File: src/rtl/frac_div_pkg.sv
// Shared widths, iteration counts and FSM states for the fracturable 32/16 divider.
package frac_div_pkg;
    localparam int DVD_W      = 32;
    localparam int DIV_W      = 16;
    localparam int LANE_DVD_W = 16;
    localparam int LANE_DIV_W = 8;

    localparam int N_FULL  = 16;
    localparam int N_SPLIT = 8;
    localparam int CNT_W   = 5;

    typedef enum logic [1:0] {
        IDLE,
        RUN,
        DONE
    } state_t;
endpackage

File: src/rtl/frac_div_step.sv
// One combinational restoring-division step: shift in a dividend bit, trial subtract, pick the quotient bit.
// With split=1 the W-bit datapath acts as two independent W/2 lanes; the borrow chain is cut at the midpoint.
module frac_div_step
    import frac_div_pkg::*;
#(
    parameter int W = DIV_W
) (
    input  logic         split,
    input  logic [W-1:0] rem_in,
    input  logic [1:0]   bit_in,
    input  logic [W-1:0] divisor,
    output logic [W-1:0] rem_out,
    output logic [1:0]   q_bit
);
    localparam int H = W / 2;

    logic [W:0]   sh_full;
    logic [H:0]   sh_hi;
    logic [H:0]   sh_lo;
    logic [H:0]   hi_op;
    logic [H:0]   lo_op;
    logic [H-1:0] hi_diff;
    logic [H-1:0] lo_diff;
    logic         lo_lt;
    logic         borrow_mid;

    always_comb begin
        sh_full = {rem_in, bit_in[1]};
        sh_hi   = {rem_in[W-1:H], bit_in[1]};
        sh_lo   = {rem_in[H-1:0], bit_in[0]};

        lo_op = split ? sh_lo : {1'b0, sh_full[H-1:0]};
        hi_op = split ? sh_hi : sh_full[W:H];

        // Lower-half borrow feeds the upper half only when the lanes are fused.
        lo_lt      = lo_op < {1'b0, divisor[H-1:0]};
        borrow_mid = ~split & lo_lt;

        lo_diff = lo_op[H-1:0] - divisor[H-1:0];
        hi_diff = hi_op[H-1:0] - divisor[W-1:H] - {{(H-1){1'b0}}, borrow_mid};

        q_bit[1] = (hi_op > {1'b0, divisor[W-1:H]}) |
                   ((hi_op == {1'b0, divisor[W-1:H]}) & ~borrow_mid);
        q_bit[0] = split ? ~lo_lt : q_bit[1];

        if (split) begin
            rem_out[W-1:H] = q_bit[1] ? hi_diff : sh_hi[H-1:0];
            rem_out[H-1:0] = q_bit[0] ? lo_diff : sh_lo[H-1:0];
        end else begin
            rem_out = q_bit[1] ? {hi_diff, lo_diff} : sh_full[W-1:0];
        end
    end
endmodule

File: src/rtl/frac_div_32x16.sv
// Fracturable restoring divider: one 32/16 (17 cycles start-to-done) or two 16/8 (9 cycles).
// No backpressure: start is accepted only in IDLE, results are held until the next accepted start.
module frac_div_32x16
    import frac_div_pkg::*;
(
    input  logic        clk,
    input  logic        reset,
    input  logic        start,
    input  logic [0:0]  mode,
    input  logic [0:31] a,
    input  logic [0:15] b,
    output logic        busy,
    output logic        done,
    output logic [0:15] quotient,
    output logic [0:15] remainder,
    output logic [0:1]  div_by_zero,
    output logic [0:1]  overflow
);
    logic [DVD_W-1:0] a_v;
    logic [DIV_W-1:0] b_v;

    state_t           state_q, state_d;
    logic [CNT_W-1:0] cnt_q, cnt_d;
    logic             mode_q, mode_d;
    logic [15:0]      rem_q, rem_d;
    logic [15:0]      dvd_q, dvd_d;
    logic [15:0]      quo_q, quo_d;
    logic [15:0]      div_q, div_d;
    logic [15:0]      zrem_q, zrem_d;
    logic [1:0]       dbz_q, dbz_d;
    logic [1:0]       ovf_q, ovf_d;
    logic             busy_q, busy_d;
    logic             done_q, done_d;
    logic [15:0]      quotient_q, quotient_d;
    logic [15:0]      remainder_q, remainder_d;
    logic [1:0]       dbz_out_q, dbz_out_d;
    logic [1:0]       ovf_out_q, ovf_out_d;

    logic [15:0]      step_rem;
    logic [1:0]       step_q;

    // Internal vectors are little-endian; bit [1] of the flag pairs is lane 0.
    assign a_v = a;
    assign b_v = b;

    frac_div_step #(.W(DIV_W)) u_step (
        .split   (mode_q),
        .rem_in  (rem_q),
        .bit_in  ({dvd_q[15], dvd_q[7]}),
        .divisor (div_q),
        .rem_out (step_rem),
        .q_bit   (step_q)
    );

    always_comb begin
        state_d     = state_q;
        cnt_d       = cnt_q;
        mode_d      = mode_q;
        rem_d       = rem_q;
        dvd_d       = dvd_q;
        quo_d       = quo_q;
        div_d       = div_q;
        zrem_d      = zrem_q;
        dbz_d       = dbz_q;
        ovf_d       = ovf_q;
        busy_d      = busy_q;
        done_d      = 1'b0;
        quotient_d  = quotient_q;
        remainder_d = remainder_q;
        dbz_out_d   = dbz_out_q;
        ovf_out_d   = ovf_out_q;

        case (state_q)
            IDLE: begin
                if (start) begin
                    state_d = RUN;
                    busy_d  = 1'b1;
                    mode_d  = mode[0];
                    div_d   = b_v;
                    quo_d   = '0;
                    if (!mode[0]) begin
                        cnt_d  = CNT_W'(N_FULL);
                        rem_d  = a_v[31:16];
                        dvd_d  = a_v[15:0];
                        zrem_d = a_v[15:0];
                        dbz_d  = {b_v == '0, 1'b0};
                        ovf_d  = {(b_v != '0) && (a_v[31:16] >= b_v), 1'b0};
                    end else begin
                        cnt_d  = CNT_W'(N_SPLIT);
                        rem_d  = {a_v[31:24], a_v[15:8]};
                        dvd_d  = {a_v[23:16], a_v[7:0]};
                        zrem_d = {a_v[23:16], a_v[7:0]};
                        dbz_d  = {b_v[15:8] == 8'd0, b_v[7:0] == 8'd0};
                        ovf_d  = {(b_v[15:8] != 8'd0) && (a_v[31:24] >= b_v[15:8]),
                                  (b_v[7:0] != 8'd0) && (a_v[15:8] >= b_v[7:0])};
                    end
                end
            end
            RUN: begin
                rem_d = step_rem;
                cnt_d = cnt_q - 1'b1;
                if (mode_q) begin
                    dvd_d = {dvd_q[14:8], 1'b0, dvd_q[6:0], 1'b0};
                    quo_d = {quo_q[14:8], step_q[1], quo_q[6:0], step_q[0]};
                end else begin
                    dvd_d = {dvd_q[14:0], 1'b0};
                    quo_d = {quo_q[14:0], step_q[1]};
                end
                if (cnt_q == CNT_W'(1)) begin
                    state_d     = DONE;
                    busy_d      = 1'b0;
                    done_d      = 1'b1;
                    quotient_d  = quo_d;
                    remainder_d = rem_d;
                    dbz_out_d   = dbz_q;
                    ovf_out_d   = ovf_q;
                    // Flagged lanes ran the full count on garbage; substitute the defined results.
                    if (!mode_q) begin
                        if (dbz_q[1]) begin
                            quotient_d  = 16'hFFFF;
                            remainder_d = zrem_q;
                        end else if (ovf_q[1]) begin
                            quotient_d  = 16'hFFFF;
                            remainder_d = '0;
                        end
                    end else begin
                        if (dbz_q[1]) begin
                            quotient_d[15:8]  = 8'hFF;
                            remainder_d[15:8] = zrem_q[15:8];
                        end else if (ovf_q[1]) begin
                            quotient_d[15:8]  = 8'hFF;
                            remainder_d[15:8] = 8'h00;
                        end
                        if (dbz_q[0]) begin
                            quotient_d[7:0]  = 8'hFF;
                            remainder_d[7:0] = zrem_q[7:0];
                        end else if (ovf_q[0]) begin
                            quotient_d[7:0]  = 8'hFF;
                            remainder_d[7:0] = 8'h00;
                        end
                    end
                end
            end
            DONE: begin
                state_d = IDLE;
            end
            default: begin
                state_d = IDLE;
                busy_d  = 1'b0;
            end
        endcase
    end

    always_ff @(posedge clk) begin
        if (reset) begin
            state_q     <= IDLE;
            cnt_q       <= '0;
            mode_q      <= 1'b0;
            rem_q       <= '0;
            dvd_q       <= '0;
            quo_q       <= '0;
            div_q       <= '0;
            zrem_q      <= '0;
            dbz_q       <= '0;
            ovf_q       <= '0;
            busy_q      <= 1'b0;
            done_q      <= 1'b0;
            quotient_q  <= '0;
            remainder_q <= '0;
            dbz_out_q   <= '0;
            ovf_out_q   <= '0;
        end else begin
            state_q     <= state_d;
            cnt_q       <= cnt_d;
            mode_q      <= mode_d;
            rem_q       <= rem_d;
            dvd_q       <= dvd_d;
            quo_q       <= quo_d;
            div_q       <= div_d;
            zrem_q      <= zrem_d;
            dbz_q       <= dbz_d;
            ovf_q       <= ovf_d;
            busy_q      <= busy_d;
            done_q      <= done_d;
            quotient_q  <= quotient_d;
            remainder_q <= remainder_d;
            dbz_out_q   <= dbz_out_d;
            ovf_out_q   <= ovf_out_d;
        end
    end

    assign busy        = busy_q;
    assign done        = done_q;
    assign quotient    = quotient_q;
    assign remainder   = remainder_q;
    assign div_by_zero = dbz_out_q;
    assign overflow    = ovf_out_q;
endmodule
File: config.mk
export PLATFORM = sky130hd
export DESIGN_NAME = frac_div_32x16
export DESIGN_NICKNAME = d
export VERILOG_FILES = /design/src/rtl/frac_div_pkg.sv /design/src/rtl/frac_div_step.sv /design/src/rtl/frac_div_32x16.sv
export SDC_FILE = /design/constraint.sdc
export NUM_CORES = 1
export LEC_CHECK = 0
export CAP_MARGIN = 20
export CORE_MARGIN = 8
export CORE_UTILIZATION = 61
export CTS_CLUSTER_SIZE = 40
export DETAILED_ROUTE_END_ITERATION = 8
export GPL_TIMING_DRIVEN = 0
export PLACE_DENSITY = 0.85
export SYNTH_ARGS = -nofsm -noshare
export SYNTH_HDL_FRONTEND = slang
export SYNTH_SLANG_ARGS = --single-unit
File: constraint.sdc
create_clock -name clk -period 7.2 [get_ports clk]
set_input_delay 1.44 -clock clk [delete_from_list [all_inputs] [get_ports clk]]
set_output_delay 1.44 -clock clk [all_outputs]
set_load 0.005 [all_outputs]
==> results.yml <==
logic_synthesis:
  synth_seq_cells: 129
  synth-edff-count: 0
  ys_warn_count: 0
  synthesis.instances: 946
  synth_nets: 1056
  ys.flop_type: "dfxtp_1"
  netlist_area_sq_um: 7440
  ys_seq_area_frac: 0.347
  async_flop_share: 0
  syn_avg_cell_area_sq_um: 7.86
  ys_types: 69
global_routing:
  grt_max_degree: 17
  grt_pass1_vias: 7582
  grt_pass1_wl_microns: 39200
  overflow: 0
  track_usage: 0.308
  antenna_found_initial: 0
floorplan:
  fp.coreArea_sq_um: 12000
  rows: 40
  die_y_microns: 126
  fp.dieArea_sq_um: 16000
  dieWidth_microns: 126
  ios: 90
  floorplan.initialDensity: 0.622
timing:
  tns_ps: 0
  slew_headroom: 0.480
  hold_viol: 0
  worstMarginPinSlew_ps: 761
  finalMaxSlewViolations: 0
  finalCritPeriodShare: 0.678
  rsz0062_at_grt: "no"
  fin_skew_ps: 7.02
  post-route-min-period_ps: 4880
  setup_violations: 0
  fmax_mhz: 205
worst_setup_path:
  start_kind: "flip-flop"
  path_class: "flip-flop to flip-flop"
  cp.required_ps: 7550
  worstPathMaxFanout: 10
  critPathCaptureType: "flip-flop"
  arrival_ps: 5230
clock_tree:
  cts_hold_repair.buffers: 0
  clock_latency_ps: 430
  cts_resized: 0
  tritoncts: "done"
  clock_path_buffers: 2
  cts_sinks: 129
  cts_root_buf: "clkbuf_16"
  post_cts_buffers: 0
  cts_buffers: 17
  clkTransAtPathRegs_ps: 60
  h-tree-depth: 4
routing:
  drtIter0Drc: 1018
  viasPerCell: 6.40
  postRouteAntennaNets: 0
  vias: 7754
  wl_per_cell_microns: 20.2
  drc: 0
  routed_wl_microns: 24500
  drt_pass1_iterations: 6
layout:
  final_common_cell: "nand2_1"
  nNetsFinal: 1163
  fin_area_sq_um: 9130
  drive_gt1_frac: 0.0629
  syn2layout_area_growth_pct: 22.8
  final_cell_mix: "137 x nand2_1, 129 x dfxtp_1, 105 x a21oi_1, 88 x clkdlybuf4s50_1, 76 x nor2_1"
  num_antenna_cells: 0
placed_design:
  hpwl_microns: 17800
  dpl-instance-area_sq_um: 8500
  globalplace.congestion: 1.01
  port_buffers: 88
flow_run:
  drv_cap: 0
status:
  status: "finished clean"
power_and_ir_drop:
  powerDensity_nw_per_um2: 298
  ir_drop_uv: 239
  leakage_nw: 3.54
worst_hold_path:
  hold_path.class: "flip-flop to flip-flop"
## area by class of cell
| cell class | count | area [sq um] |
|---|---|---|
| flip-flops and latches | 129 | 2580 |
| repair buffers | 88 | 881 |
| multi-input cells | 695 | 4360 |
| fillers | 911 | 2830 |
| clock buffers | 17 | 425 |
| well taps | 147 | 184 |
| clock inverters | 14 | 203 |
| inverters | 59 | 221 |
| plain buffers | 63 | 269 |
## worst max-delay path, stage by stage (launching register included)
cell and delay, ps:
dfxtp_1 330, clkbuf_1 380, clkbuf_1 450, mux2i_1 330, ha_1 230, nor2b_1 70
o2111ai_1 370, nand3_1 160, fa_1 450, ha_1 290, o21ai_0 180, a2111oi_0 720
nor4_1 100, a311oi_1 390, mux2i_1 210, o22ai_1 150
## metal layers
metal | track usage | share of wire | vias to the layer above
met4 | 0.180 | 0.048 | 0
met2 | 0.491 | 0.45 | 485
met1 | 0.373 | 0.40 | 3589
li1 | - | - | 3582
met5 | 0 | 0 | -
met3 | 0.0712 | 0.096 | 98
## synthesized netlist by cell type (6+ instances only)
| cell type | instances | area [sq um] |
|---|---|---|
| a311oi_1 | 9 | 78.8 |
| a211oi_1 | 12 | 90.1 |
| nor2b_1 | 6 | 37.5 |
| inv_1 | 59 | 221 |
| nor4_1 | 10 | 62.6 |
| xor2_1 | 11 | 96.3 |
| clkbuf_1 | 46 | 173 |
| mux2_2 | 8 | 90.1 |
| buf_2 | 8 | 40.0 |
| nor3_1 | 35 | 175 |
| mux2i_1 | 18 | 180 |
| o21ai_0 | 24 | 120 |
| nand3_1 | 29 | 145 |
| and3_1 | 6 | 37.5 |
| dfxtp_1 | 129 | 2580 |
| nand2b_1 | 11 | 68.8 |
| ha_1 | 55 | 688 |
| o22ai_1 | 10 | 62.6 |
| a31oi_1 | 29 | 181 |
| a21o_1 | 10 | 75.1 |
| or3_1 | 11 | 68.8 |
| buf_1 | 6 | 22.5 |
| nor2_1 | 76 | 285 |
| nand2_1 | 137 | 514 |
| a21oi_1 | 105 | 526 |
## logic make-up after synthesis
logic type	Yosys count	synth area share
AOI/OAI and AO/OA	247	0.215
xor gates and xnor gates	12	0.0141
adders and majority gates	58	0.101
buffers and inverters	122	0.0660
DFF	129	0.347
muxes	26	0.0363
and+or+nand+nor	352	0.220
## final timing paths
path,cells after the start,end,startpoint,slack (ps)
setup reg to reg,15,rem_q[15],mode_q,2320
hold reg to reg,2,div_q[6],div_q[6],450
hold / removal,2,div_q[6],div_q[6],450
setup / recovery,15,rem_q[15],mode_q,2320
## stage by stage
stage	hold slack (ps)	util	instances	setup slack, ps	power (W)
after CTS	453	0.763	1212	2420	0.00269
after global placement	441	0.711	1181	2600	0.00174
after floorplan	432	-	946	3420	0.00148
after global routing	468	0.763	1212	1850	0.00282
after detailed placement	445	0.711	1181	2530	0.00175
final	454	0.763	1212	2320	0.00272
## sequential cells by signal, indices dropped and copies added, names as in the netlist, 5 cells and up
name	count
remainder	16
quotient	16
zrem_q	16
dvd_q	16
cnt_q	5
div_q	16
quo_q	15
rem_q	16
## power by group
| group | total (W) | switching (W) | internal [W] | leakage, nW |
|---|---|---|---|---|
| Sequential | 0.000820 | 0.0000527 | 0.000767 | 1.05 |
| Combinational | 0.000960 | 0.000584 | 0.000376 | 2.19 |
| Clock | 0.000937 | 0.000354 | 0.000583 | 0.299 |
| Total | 0.00272 | 0.000990 | 0.00173 | 3.54 |
(Power assumes the default switching activity.)
